==> config.mk <==
export PLATFORM = sky130hd
export DESIGN_NAME = echo_heard_queue
export DESIGN_NICKNAME = d
export VERILOG_FILES = /design/src/rtl/echo_heard_queue.sv
export SDC_FILE = /design/constraint.sdc
export NUM_CORES = 1
export LEC_CHECK = 0
export BUFFER_PORTS_ARGS = -buffer_cell sky130_fd_sc_hd__buf_2
export CAP_MARGIN = 5
export CORE_UTILIZATION = 63
export DETAILED_ROUTE_END_ITERATION = 7
export GPL_ROUTABILITY_DRIVEN = 1
export PLACE_DENSITY = 0.94
export SLEW_MARGIN = 20
export SYNTH_ARGS = -nofsm -noshare
export SYNTH_HDL_FRONTEND = slang
export SYNTH_SLANG_ARGS = --single-unit
==> constraint.sdc <==
create_clock -name CLK -period 6.1 [get_ports CLK]
set_input_delay 1.22 -clock CLK [delete_from_list [all_inputs] [get_ports CLK]]
set_output_delay 1.22 -clock CLK [all_outputs]
set_load 0.01 [all_outputs]
==> src/rtl/echo_heard_queue.sv <==
// Sequence-tagging FIFO between heard and out; entries become visible one cycle after acceptance.
// heard__RDY drops only on registered full (no bypass); out holds its head entry while out__RDY is low.
module echo_heard_queue #(
  parameter int DEPTH = 4,
  parameter int WIDTH = 32
) (
  input  logic                     CLK,
  input  logic                     nRST,
  input  logic                     heard__ENA,
  input  logic [WIDTH-1:0]         heard_v,
  output logic                     heard__RDY,
  output logic                     out__ENA,
  output logic [WIDTH-1:0]         out_v,
  output logic [15:0]              out_seq,
  input  logic                     out__RDY,
  output logic [$clog2(DEPTH):0]   count
);

  localparam int AW = $clog2(DEPTH);
  localparam int CW = AW + 1;
  localparam logic [CW-1:0] FULL = CW'(DEPTH);

  typedef struct packed {
    logic [15:0]      seq;
    logic [WIDTH-1:0] dat;
  } entry_t;

  entry_t        mem [DEPTH];
  entry_t        head;
  logic [AW-1:0] rd_ptr;
  logic [AW-1:0] wr_ptr;
  logic [CW-1:0] count_q;
  logic [15:0]   seq_q;
  logic          enq;
  logic          deq;
  logic          not_empty;

  assign not_empty  = (count_q != '0);
  assign heard__RDY = (count_q != FULL);
  assign enq        = heard__ENA & heard__RDY;
  assign out__ENA   = not_empty & out__RDY;
  assign deq        = out__ENA;
  assign head       = mem[rd_ptr];
  assign out_v      = not_empty ? head.dat : '0;
  assign out_seq    = not_empty ? head.seq : '0;
  assign count      = count_q;

  // Storage carries no reset; occupancy alone decides what is valid.
  always_ff @(posedge CLK) begin
    if (enq) begin
      mem[wr_ptr] <= {seq_q, heard_v};
    end
  end

  always_ff @(posedge CLK or negedge nRST) begin
    if (!nRST) begin
      rd_ptr  <= '0;
      wr_ptr  <= '0;
      count_q <= '0;
      seq_q   <= '0;
    end else begin
      if (enq) begin
        wr_ptr <= wr_ptr + AW'(1);
        seq_q  <= seq_q + 16'd1;
      end
      if (deq) begin
        rd_ptr <= rd_ptr + AW'(1);
      end
      if (enq && !deq) begin
        count_q <= count_q + CW'(1);
      end else if (!enq && deq) begin
        count_q <= count_q - CW'(1);
      end
    end
  end

endmodule

==> impl_metrics.xml, run 1 <==
<?xml version="1.0" encoding="UTF-8"?>
<metrics>
  <group name="logic_synthesis">
    <metric name="synth-seq-area-share" unit="%">75.8</metric>
    <metric name="flops_latches_synth" unit="">215</metric>
    <metric name="synth_area" unit="µm²">8370</metric>
    <metric name="synth_nets" unit="">442</metric>
    <metric name="synth_area_per_cell" unit="µm²">21.0</metric>
    <metric name="synth_xor_area_share" unit="%">2.20</metric>
    <metric name="synth_compound_area_share" unit="%">0.0598</metric>
    <metric name="yosys-top-cells-area" unit="">sky130_fd_sc_hd__edfxtp_1 (69%), sky130_fd_sc_hd__mux4_2 (13%), sky130_fd_sc_hd__dfrtp_1 (6.9%), sky130_fd_sc_hd__and2_1 (3.9%), sky130_fd_sc_hd__xnor2_1 (1.7%)</metric>
    <metric name="synth.area.mux_share" unit="%">13.2</metric>
    <metric name="synth_simple_gate_area_share" unit="%">6.01</metric>
    <metric name="synth.largest_area_cell" unit="">sky130_fd_sc_hd__edfxtp_1</metric>
    <metric name="synth.lib_cells_used.distinct" unit="">27</metric>
    <metric name="synth_top_family_by_area" unit="">multiplexers</metric>
    <metric name="synth_cells" unit="">399</metric>
    <metric name="share_of_the_synthesized_area_in_the_top_cell_type" unit="%">68.9</metric>
    <metric name="yosysWarnings" unit="">0</metric>
    <metric name="synth_adder_area_share" unit="%">1.14</metric>
  </group>
  <group name="timing">
    <metric name="minimum_hold_slack" unit="ns">0.529</metric>
    <metric name="fin_skew" unit="ns">0.0108</metric>
    <metric name="timing.setup.tns" unit="ns">0</metric>
    <metric name="rsz0062_at_grt" unit="">false</metric>
    <metric name="number_of_failing_hold_endpoints_at_the_final_stage" unit="">0</metric>
    <metric name="timing.max_slew.rel_slack" unit="%">36.0</metric>
    <metric name="final_critical_path_setup_slack" unit="ns">2.36</metric>
    <metric name="timing.final.crit_period" unit="ns">3.74</metric>
    <metric name="timing.fmax" unit="MHz">267</metric>
    <metric name="worst-slew-pin-transition" unit="ns">0.960</metric>
    <metric name="setup-violations-final" unit="">0</metric>
    <metric name="layout_worst_path_cycle_share" unit="%">61.4</metric>
    <metric name="final_max_slew_viol_count" unit="">0</metric>
  </group>
  <group name="detailed_routing">
    <metric name="detailedRoute.firstPassIterationCount" unit="">5</metric>
    <metric name="ant_nets" unit="">0</metric>
    <metric name="via_count" unit="">3978</metric>
    <metric name="first_iter_violations" unit="">378</metric>
    <metric name="detail_route.wirelength" unit="µm">15200</metric>
    <metric name="remaining_routing_drc_violations" unit="">0</metric>
    <metric name="average_vias_per_placed_instance" unit="">5.82</metric>
    <metric name="wire_per_inst" unit="µm">22.2</metric>
  </group>
  <group name="floorplanning">
    <metric name="initial_core_util" unit="%">65.5</metric>
    <metric name="design.portCount" unit="">89</metric>
    <metric name="placement_rows" unit="">41</metric>
    <metric name="die_area" unit="µm²">13800</metric>
    <metric name="coreArea" unit="µm²">12800</metric>
    <metric name="floorplan.die.height" unit="µm">117</metric>
    <metric name="die_w" unit="µm">117</metric>
  </group>
  <group name="cts">
    <metric name="cts_hold_buf" unit="">0</metric>
    <metric name="cts.root.buffer_cell" unit="">sky130_fd_sc_hd__clkbuf_16</metric>
    <metric name="ctsLongestPathBuffers" unit="">3</metric>
    <metric name="cts.repair_timing.setup_buffer_count" unit="">0</metric>
    <metric name="worst_setup_hold_path_clk_slew" unit="ns">0.06</metric>
    <metric name="cts_inserted_buffers" unit="">20</metric>
    <metric name="clk-insertion-delay-late" unit="ns">0.49</metric>
    <metric name="tritoncts" unit="">done</metric>
    <metric name="cts_resized" unit="">0</metric>
    <metric name="numClockSinks" unit="">215</metric>
    <metric name="cts_max_level" unit="">1</metric>
  </group>
  <group name="critical_path">
    <metric name="worstPathCellList" unit="">mux4_2 &gt; and2_1 &gt; buf_2</metric>
    <metric name="worst_r2r_path_depth" unit="">4</metric>
    <metric name="type_of_the_setup_path_with_the_least_slack" unit="">register to primary output</metric>
    <metric name="worstSetupPathDepth" unit="">3</metric>
    <metric name="reg2reg_to" unit="">mem[2][30]$_DFFE_PP_</metric>
    <metric name="crit_end" unit="">out_v[5]</metric>
    <metric name="setup.worst_path.start" unit="">rd_ptr[0]$_DFFE_PN0P_</metric>
    <metric name="timing.critical_path.required" unit="ns">4.88</metric>
    <metric name="r2r_slack" unit="ns">3.43</metric>
    <metric name="crit_path_end_kind" unit="">primary output</metric>
    <metric name="max_stage_delay" unit="ns">1.07</metric>
    <metric name="critPathSlowestCell" unit="">sky130_fd_sc_hd__dfrtp_4</metric>
    <metric name="worstPathArrival" unit="ns">2.52</metric>
    <metric name="critical-path-top-delay-family" unit="">flip-flops</metric>
    <metric name="reg2reg_start" unit="">count[0]$_DFFE_PN0P_</metric>
    <metric name="worst-path-max-fanout" unit="">50</metric>
    <metric name="cp_num_buf_inv" unit="">1</metric>
    <metric name="startpoint_type" unit="">register</metric>
  </group>
  <group name="placement">
    <metric name="dpl-instance-area" unit="µm²">8950</metric>
    <metric name="dp.cells" unit="">646</metric>
    <metric name="placement.io_buffers" unit="">88</metric>
    <metric name="dp_hpwl" unit="µm">8490</metric>
    <metric name="post-place-ws" unit="ns">2.68</metric>
    <metric name="gp_congestion" unit="">0.707</metric>
  </group>
  <group name="global_route">
    <metric name="grt_max_degree" unit="">51</metric>
    <metric name="grt_antenna_before_repair" unit="">0</metric>
    <metric name="globalRouteTotalUtil" unit="%">23.3</metric>
    <metric name="gr-total-overflow" unit="">0</metric>
    <metric name="wire_length_of_the_first_global_routing_pass" unit="µm">22800</metric>
    <metric name="vias_in_the_first_global_route" unit="">4064</metric>
  </group>
  <group name="pwr">
    <metric name="power.density_cell_area" unit="nW/µm²">494</metric>
    <metric name="total_power" unit="mW">4.74</metric>
    <metric name="power.leakage" unit="nW">3.42</metric>
    <metric name="worst_ir_drop_vdd" unit="V">0.000412</metric>
  </group>
  <group name="final_layout">
    <metric name="stdcell_area" unit="µm²">9580</metric>
    <metric name="drive_above_1_share" unit="%">34.9</metric>
    <metric name="postLayoutCoreUtil" unit="%">75.0</metric>
    <metric name="layout.cells.non_filler" unit="">683</metric>
    <metric name="area_growth" unit="%">14.5</metric>
    <metric name="nNetsFinal" unit="">539</metric>
  </group>
  <group name="job">
    <metric name="drv.max_cap_violation_count" unit="">0</metric>
  </group>
  <group name="worst_hold_path">
    <metric name="min_path_type" unit="">register to register</metric>
    <metric name="timing.hold.worst.start" unit="">count[2]$_DFFE_PN0P_</metric>
  </group>
  <group name="outcome">
    <metric name="run_status" unit="">finished clean</metric>
  </group>
</metrics>
==> registers in the layout, indices dropped and copies added (netlist names) <==
register	cells
rd_ptr	2
wr_ptr	2
count	3
mem	192
seq_q	16
==> worst min-delay path by stage <==
stage / depth (start not counted) / end / slack, ns
final: 1 / count[2]$_DFFE_PN0P_ / 0.53
after global placement: 1 / seq_q[15]$_DFFE_PN0P_ / 0.50
after floorplan: 1 / seq_q[15]$_DFFE_PN0P_ / 0.49
after global routing: 1 / count[2]$_DFFE_PN0P_ / 0.55
after CTS: 1 / count[2]$_DFFE_PN0P_ / 0.53
after detailed placement: 1 / count[2]$_DFFE_PN0P_ / 0.52
==> layout make-up <==
cell class / count / area, µm²
inverter: 5 / 18.8
sequential: 215 / 6350
clock buffer: 32 / 587
tap: 172 / 215
antenna: 1 / 2.50
fill: 664 / 3190
timing repair buffer: 92 / 470
multi-input combinational: 162 / 1900
clock inverter: 4 / 42.5
==> cells in the mapped netlist <==
| cell | count |
|---|---|
| sky130_fd_sc_hd__and2_1 | 52 |
| sky130_fd_sc_hd__and3_1 | 2 |
| sky130_fd_sc_hd__buf_1 | 3 |
| sky130_fd_sc_hd__buf_2 | 3 |
| sky130_fd_sc_hd__buf_4 | 1 |
| sky130_fd_sc_hd__buf_6 | 6 |
| sky130_fd_sc_hd__clkbuf_1 | 4 |
| sky130_fd_sc_hd__dfrtp_1 | 23 |
| sky130_fd_sc_hd__edfxtp_1 | 192 |
| sky130_fd_sc_hd__fa_1 | 1 |
| sky130_fd_sc_hd__ha_1 | 6 |
| sky130_fd_sc_hd__inv_1 | 4 |
| sky130_fd_sc_hd__inv_2 | 1 |
| sky130_fd_sc_hd__mux2_2 | 1 |
| sky130_fd_sc_hd__mux2_4 | 1 |
| sky130_fd_sc_hd__mux4_2 | 48 |
| sky130_fd_sc_hd__nand2_1 | 9 |
| sky130_fd_sc_hd__nand3_1 | 7 |
| sky130_fd_sc_hd__nand4_1 | 4 |
| sky130_fd_sc_hd__nor2_1 | 4 |
| sky130_fd_sc_hd__nor2b_1 | 1 |
| sky130_fd_sc_hd__nor3_2 | 2 |
| sky130_fd_sc_hd__nor3b_4 | 1 |
| sky130_fd_sc_hd__o21ai_1 | 1 |
| sky130_fd_sc_hd__or3_4 | 1 |
| sky130_fd_sc_hd__xnor2_1 | 16 |
| sky130_fd_sc_hd__xor2_1 | 5 |
==> logic make-up (layout without fill, tap and decap cells) <==
| family | count (synthesis) | in the layout |
|---|---|---|
| other | 0 | 1 |
| AOI/OAI and AO/OA | 1 | 1 |
| xor gates and xnor gates | 21 | 21 |
| and+or+nand+nor | 83 | 83 |
| adders and majority gates | 7 | 7 |
| DFF | 215 | 215 |
| muxes | 50 | 50 |
| buffers and inverters | 22 | 133 |
==> per-layer routing <==
layer  share of wire [%]  track usage [%]  vias up  wire [µm]
li1                    -                -     1765          -
met1                  40             31.5     2053       6090
met2                  53             40.2      141       8070
met3                 5.3             3.60       19        807
met4                 1.5             6.33        0        222
met5                   0                0        -          0
==> cell usage in the layout, fill, tap and decap left out <==
master,n
sky130_fd_sc_hd__inv_2,1
sky130_fd_sc_hd__clkinv_1,2
sky130_fd_sc_hd__xor2_1,5
sky130_fd_sc_hd__xnor2_1,16
sky130_fd_sc_hd__nor2b_1,1
sky130_fd_sc_hd__buf_4,4
sky130_fd_sc_hd__nand2_1,9
sky130_fd_sc_hd__clkinv_2,1
sky130_fd_sc_hd__and2_2,4
sky130_fd_sc_hd__bufinv_16,1
sky130_fd_sc_hd__clkbuf_16,21
sky130_fd_sc_hd__fa_1,1
sky130_fd_sc_hd__nor3_2,2
sky130_fd_sc_hd__nand4_1,4
sky130_fd_sc_hd__mux4_2,48
sky130_fd_sc_hd__and2_1,48
sky130_fd_sc_hd__clkbuf_8,2
sky130_fd_sc_hd__dfrtp_1,21
sky130_fd_sc_hd__nor3b_4,1
sky130_fd_sc_hd__edfxtp_1,192
sky130_fd_sc_hd__nor2_1,4
sky130_fd_sc_hd__ha_1,6
sky130_fd_sc_hd__diode_2,1
sky130_fd_sc_hd__o21ai_1,1
sky130_fd_sc_hd__dfrtp_4,2
sky130_fd_sc_hd__mux2_2,1
sky130_fd_sc_hd__or3_4,1
sky130_fd_sc_hd__clkbuf_1,9
sky130_fd_sc_hd__inv_1,4
sky130_fd_sc_hd__buf_2,88
sky130_fd_sc_hd__nand3_1,7
sky130_fd_sc_hd__mux2_4,1
sky130_fd_sc_hd__and3_1,2
==> power by group <==
part           internal, mW  total, mW  switching [mW]
Combinational         0.694       1.31           0.613
Sequential             1.95       2.24           0.291
Clock                 0.701       1.19           0.487
No activity file was read; power rests on OpenSTA's default activity.
==> inputs of run 2 (changes only) <==
--- a/config.mk
+++ b/config.mk
@@ -7,10 +7,10 @@
 export LEC_CHECK = 0
 export BUFFER_PORTS_ARGS = -buffer_cell sky130_fd_sc_hd__buf_2
 export CAP_MARGIN = 5
-export CORE_UTILIZATION = 63
+export CORE_UTILIZATION = 58
 export DETAILED_ROUTE_END_ITERATION = 7
 export GPL_ROUTABILITY_DRIVEN = 1
-export PLACE_DENSITY = 0.94
+export PLACE_DENSITY = 0.88
 export SLEW_MARGIN = 20
 export SYNTH_ARGS = -nofsm -noshare
 export SYNTH_HDL_FRONTEND = slang
==> constraint.sdc (replaced) <==
create_clock -name CLK -period 3.7 [get_ports CLK]
set_input_delay 0.74 -clock CLK [delete_from_list [all_inputs] [get_ports CLK]]
set_output_delay 0.74 -clock CLK [all_outputs]
set_load 0.01 [all_outputs]
==> impl_metrics.xml, run 2 (synthesized netlist as in run 1, its figures left out) <==
<?xml version="1.0" encoding="UTF-8"?>
<metrics>
  <group name="outcome">
    <metric name="run_status" unit="">finished clean</metric>
  </group>
  <group name="final_layout">
    <metric name="top_register" unit="">mem</metric>
    <metric name="drive_above_1_share" unit="%">36.0</metric>
    <metric name="layout_commonest_cell" unit="">sky130_fd_sc_hd__edfxtp_1</metric>
    <metric name="diodes" unit="">0</metric>
    <metric name="layout.cells.non_filler" unit="">697</metric>
    <metric name="nNetsFinal" unit="">544</metric>
    <metric name="largest_register_ffs" unit="">192</metric>
    <metric name="stdcell_area" unit="µm²">9750</metric>
    <metric name="area_growth" unit="%">16.4</metric>
    <metric name="postLayoutCoreUtil" unit="%">69.7</metric>
    <metric name="most-common-layout-cells" unit="">sky130_fd_sc_hd__edfxtp_1 (192), sky130_fd_sc_hd__buf_2 (88), sky130_fd_sc_hd__mux4_2 (48), sky130_fd_sc_hd__and2_1 (48), sky130_fd_sc_hd__clkbuf_16 (23)</metric>
  </group>
  <group name="placement">
    <metric name="dp_hpwl" unit="µm">8780</metric>
    <metric name="post-place-ws" unit="ns">0.976</metric>
    <metric name="dp.cells" unit="">657</metric>
    <metric name="gp_congestion" unit="">0.744</metric>
    <metric name="dpl-instance-area" unit="µm²">9040</metric>
    <metric name="placement.io_buffers" unit="">88</metric>
  </group>
  <group name="pwr">
    <metric name="clock_network_power_share" unit="%">26.2</metric>
    <metric name="power.leakage" unit="nW">3.49</metric>
    <metric name="power.density_cell_area" unit="nW/µm²">828</metric>
    <metric name="pwr-share-comb" unit="%">29.9</metric>
    <metric name="p_switching" unit="mW">2.37</metric>
    <metric name="switching_share" unit="%">29.4</metric>
    <metric name="p_seq_share" unit="%">43.9</metric>
    <metric name="cell_internal_power" unit="mW">5.69</metric>
    <metric name="worst_ir_drop_vdd" unit="V">0.000463</metric>
    <metric name="total_power" unit="mW">8.07</metric>
  </group>
  <group name="worst_hold_path">
    <metric name="min_path_type" unit="">input pin to async pin</metric>
  </group>
  <group name="critical_path">
    <metric name="startpoint_type" unit="">register</metric>
    <metric name="reg2reg_start" unit="">count[0]$_DFFE_PN0P_</metric>
    <metric name="worst-path-max-fanout" unit="">22</metric>
    <metric name="type_of_the_setup_path_with_the_least_slack" unit="">register to primary output</metric>
    <metric name="crit_path_end_kind" unit="">primary output</metric>
    <metric name="critPathSlowestCell" unit="">sky130_fd_sc_hd__dfrtp_4</metric>
    <metric name="max_stage_delay" unit="ns">0.74</metric>
    <metric name="timing.critical_path.required" unit="ns">2.96</metric>
    <metric name="worstPathCellList" unit="">buf_4 &gt; mux4_2 &gt; and2_1 &gt; buf_2</metric>
    <metric name="setup.worst_path.start" unit="">rd_ptr[0]$_DFFE_PN0P_</metric>
    <metric name="worstPathArrival" unit="ns">2.42</metric>
  </group>
  <group name="job">
    <metric name="drv.max_cap_violation_count" unit="">0</metric>
  </group>
  <group name="timing">
    <metric name="timing.max_slew.rel_slack" unit="%">51.0</metric>
    <metric name="layout_worst_path_cycle_share" unit="%">85.4</metric>
    <metric name="fin_skew" unit="ns">0.00735</metric>
    <metric name="worst-slew-pin-transition" unit="ns">0.734</metric>
    <metric name="final_max_slew_viol_count" unit="">0</metric>
    <metric name="setup-violations-final" unit="">0</metric>
    <metric name="minimum_hold_slack" unit="ns">0.232</metric>
    <metric name="timing.final.crit_period" unit="ns">3.16</metric>
    <metric name="number_of_failing_hold_endpoints_at_the_final_stage" unit="">0</metric>
    <metric name="timing.fmax" unit="MHz">317</metric>
    <metric name="rsz0062_at_grt" unit="">false</metric>
    <metric name="timing.setup.tns" unit="ns">0</metric>
    <metric name="final_critical_path_setup_slack" unit="ns">0.541</metric>
  </group>
  <group name="cts">
    <metric name="clk-insertion-delay-late" unit="ns">0.49</metric>
    <metric name="cts_resized" unit="">0</metric>
    <metric name="cts.repair_timing.setup_buffer_count" unit="">0</metric>
    <metric name="numClockSinks" unit="">215</metric>
    <metric name="cts_inserted_buffers" unit="">22</metric>
    <metric name="tritoncts" unit="">done</metric>
    <metric name="worst_setup_hold_path_clk_slew" unit="ns">0.06</metric>
    <metric name="cts_hold_buf" unit="">0</metric>
    <metric name="ctsLongestPathBuffers" unit="">3</metric>
    <metric name="cts_max_level" unit="">1</metric>
    <metric name="cts.root.buffer_cell" unit="">sky130_fd_sc_hd__clkbuf_16</metric>
  </group>
  <group name="detailed_routing">
    <metric name="detail_route.wirelength" unit="µm">15200</metric>
    <metric name="wire_per_inst" unit="µm">21.9</metric>
    <metric name="ant_nets" unit="">0</metric>
    <metric name="via_count" unit="">4011</metric>
    <metric name="remaining_routing_drc_violations" unit="">0</metric>
    <metric name="detailedRoute.firstPassIterationCount" unit="">4</metric>
    <metric name="average_vias_per_placed_instance" unit="">5.75</metric>
    <metric name="first_iter_violations" unit="">334</metric>
  </group>
  <group name="floorplanning">
    <metric name="placement_rows" unit="">43</metric>
    <metric name="floorplan.die.height" unit="µm">122</metric>
    <metric name="die_area" unit="µm²">14900</metric>
    <metric name="die_w" unit="µm">122</metric>
    <metric name="design.portCount" unit="">89</metric>
    <metric name="initial_core_util" unit="%">59.8</metric>
    <metric name="coreArea" unit="µm²">14000</metric>
  </group>
  <group name="global_route">
    <metric name="grt_max_degree" unit="">50</metric>
    <metric name="grt_antenna_before_repair" unit="">1</metric>
    <metric name="vias_in_the_first_global_route" unit="">4390</metric>
    <metric name="wire_length_of_the_first_global_routing_pass" unit="µm">23600</metric>
    <metric name="globalRouteTotalUtil" unit="%">21.4</metric>
    <metric name="gr-total-overflow" unit="">0</metric>
  </group>
</metrics>
==> run 2: changes by cell type in the layout (fill, tap and decap cells not counted), sizes merged <==
cell and delta:
bufinv +1, clkbuf -5, clkinvlp +1, clkinv +7, buf +3, diode -1
==> run 2: critical path: cells and delay by family, from the launching register on <==
kind                   cells  cell delay [ns]
AND/OR/NAND/NOR            1             0.19
flip-flops                 1             0.74
buffers and inverters      2             0.47
multiplexers               1             0.53
==> run 2: layout make-up <==
type | count | area, µm²
clock buffers | 27 | 591
clock inverters | 13 | 110
fillers | 845 | 4240
inverters | 5 | 18.8
multi-input cells | 162 | 1900
flip-flops and latches | 215 | 6350
well taps | 180 | 225
repair buffers | 95 | 556
==> run 2: final timing paths <==
check / endpoint / slack, ns / cells past startpoint
min in group CLK: mem[2][27]$_DFFE_PP_ / 0.46 / 1
min: count[2]$_DFFE_PN0P_ / 0.23 / 1
min reg2reg: count[2]$_DFFE_PN0P_ / 0.54 / 1
max in group asynchronous: rd_ptr[0]$_DFFE_PN0P_ / 3.06 / 1
max reg2reg: count[2]$_DFFE_PN0P_ / 1.15 / 8
max: out_seq[0] / 0.54 / 4
==> run 2: per-layer routing <==
layer	global-route usage, %	part of all wire (%)
met1	28.9	40
met2	35.8	52
met3	4.21	6.1
met4	6.40	1.8
met5	0	0.11
==> run 2: power groups by stage <==
stage / clock network (mW) / registers, mW / logic (mW)
final: 2.12 / 3.54 / 2.41
after global routing: 2.26 / 3.59 / 2.63
after CTS: 2.16 / 3.55 / 2.46
after detailed placement: 0 / 3.59 / 2.42
after global placement: 0 / 3.54 / 2.38
after floorplan: 0 / 3.42 / 1.74
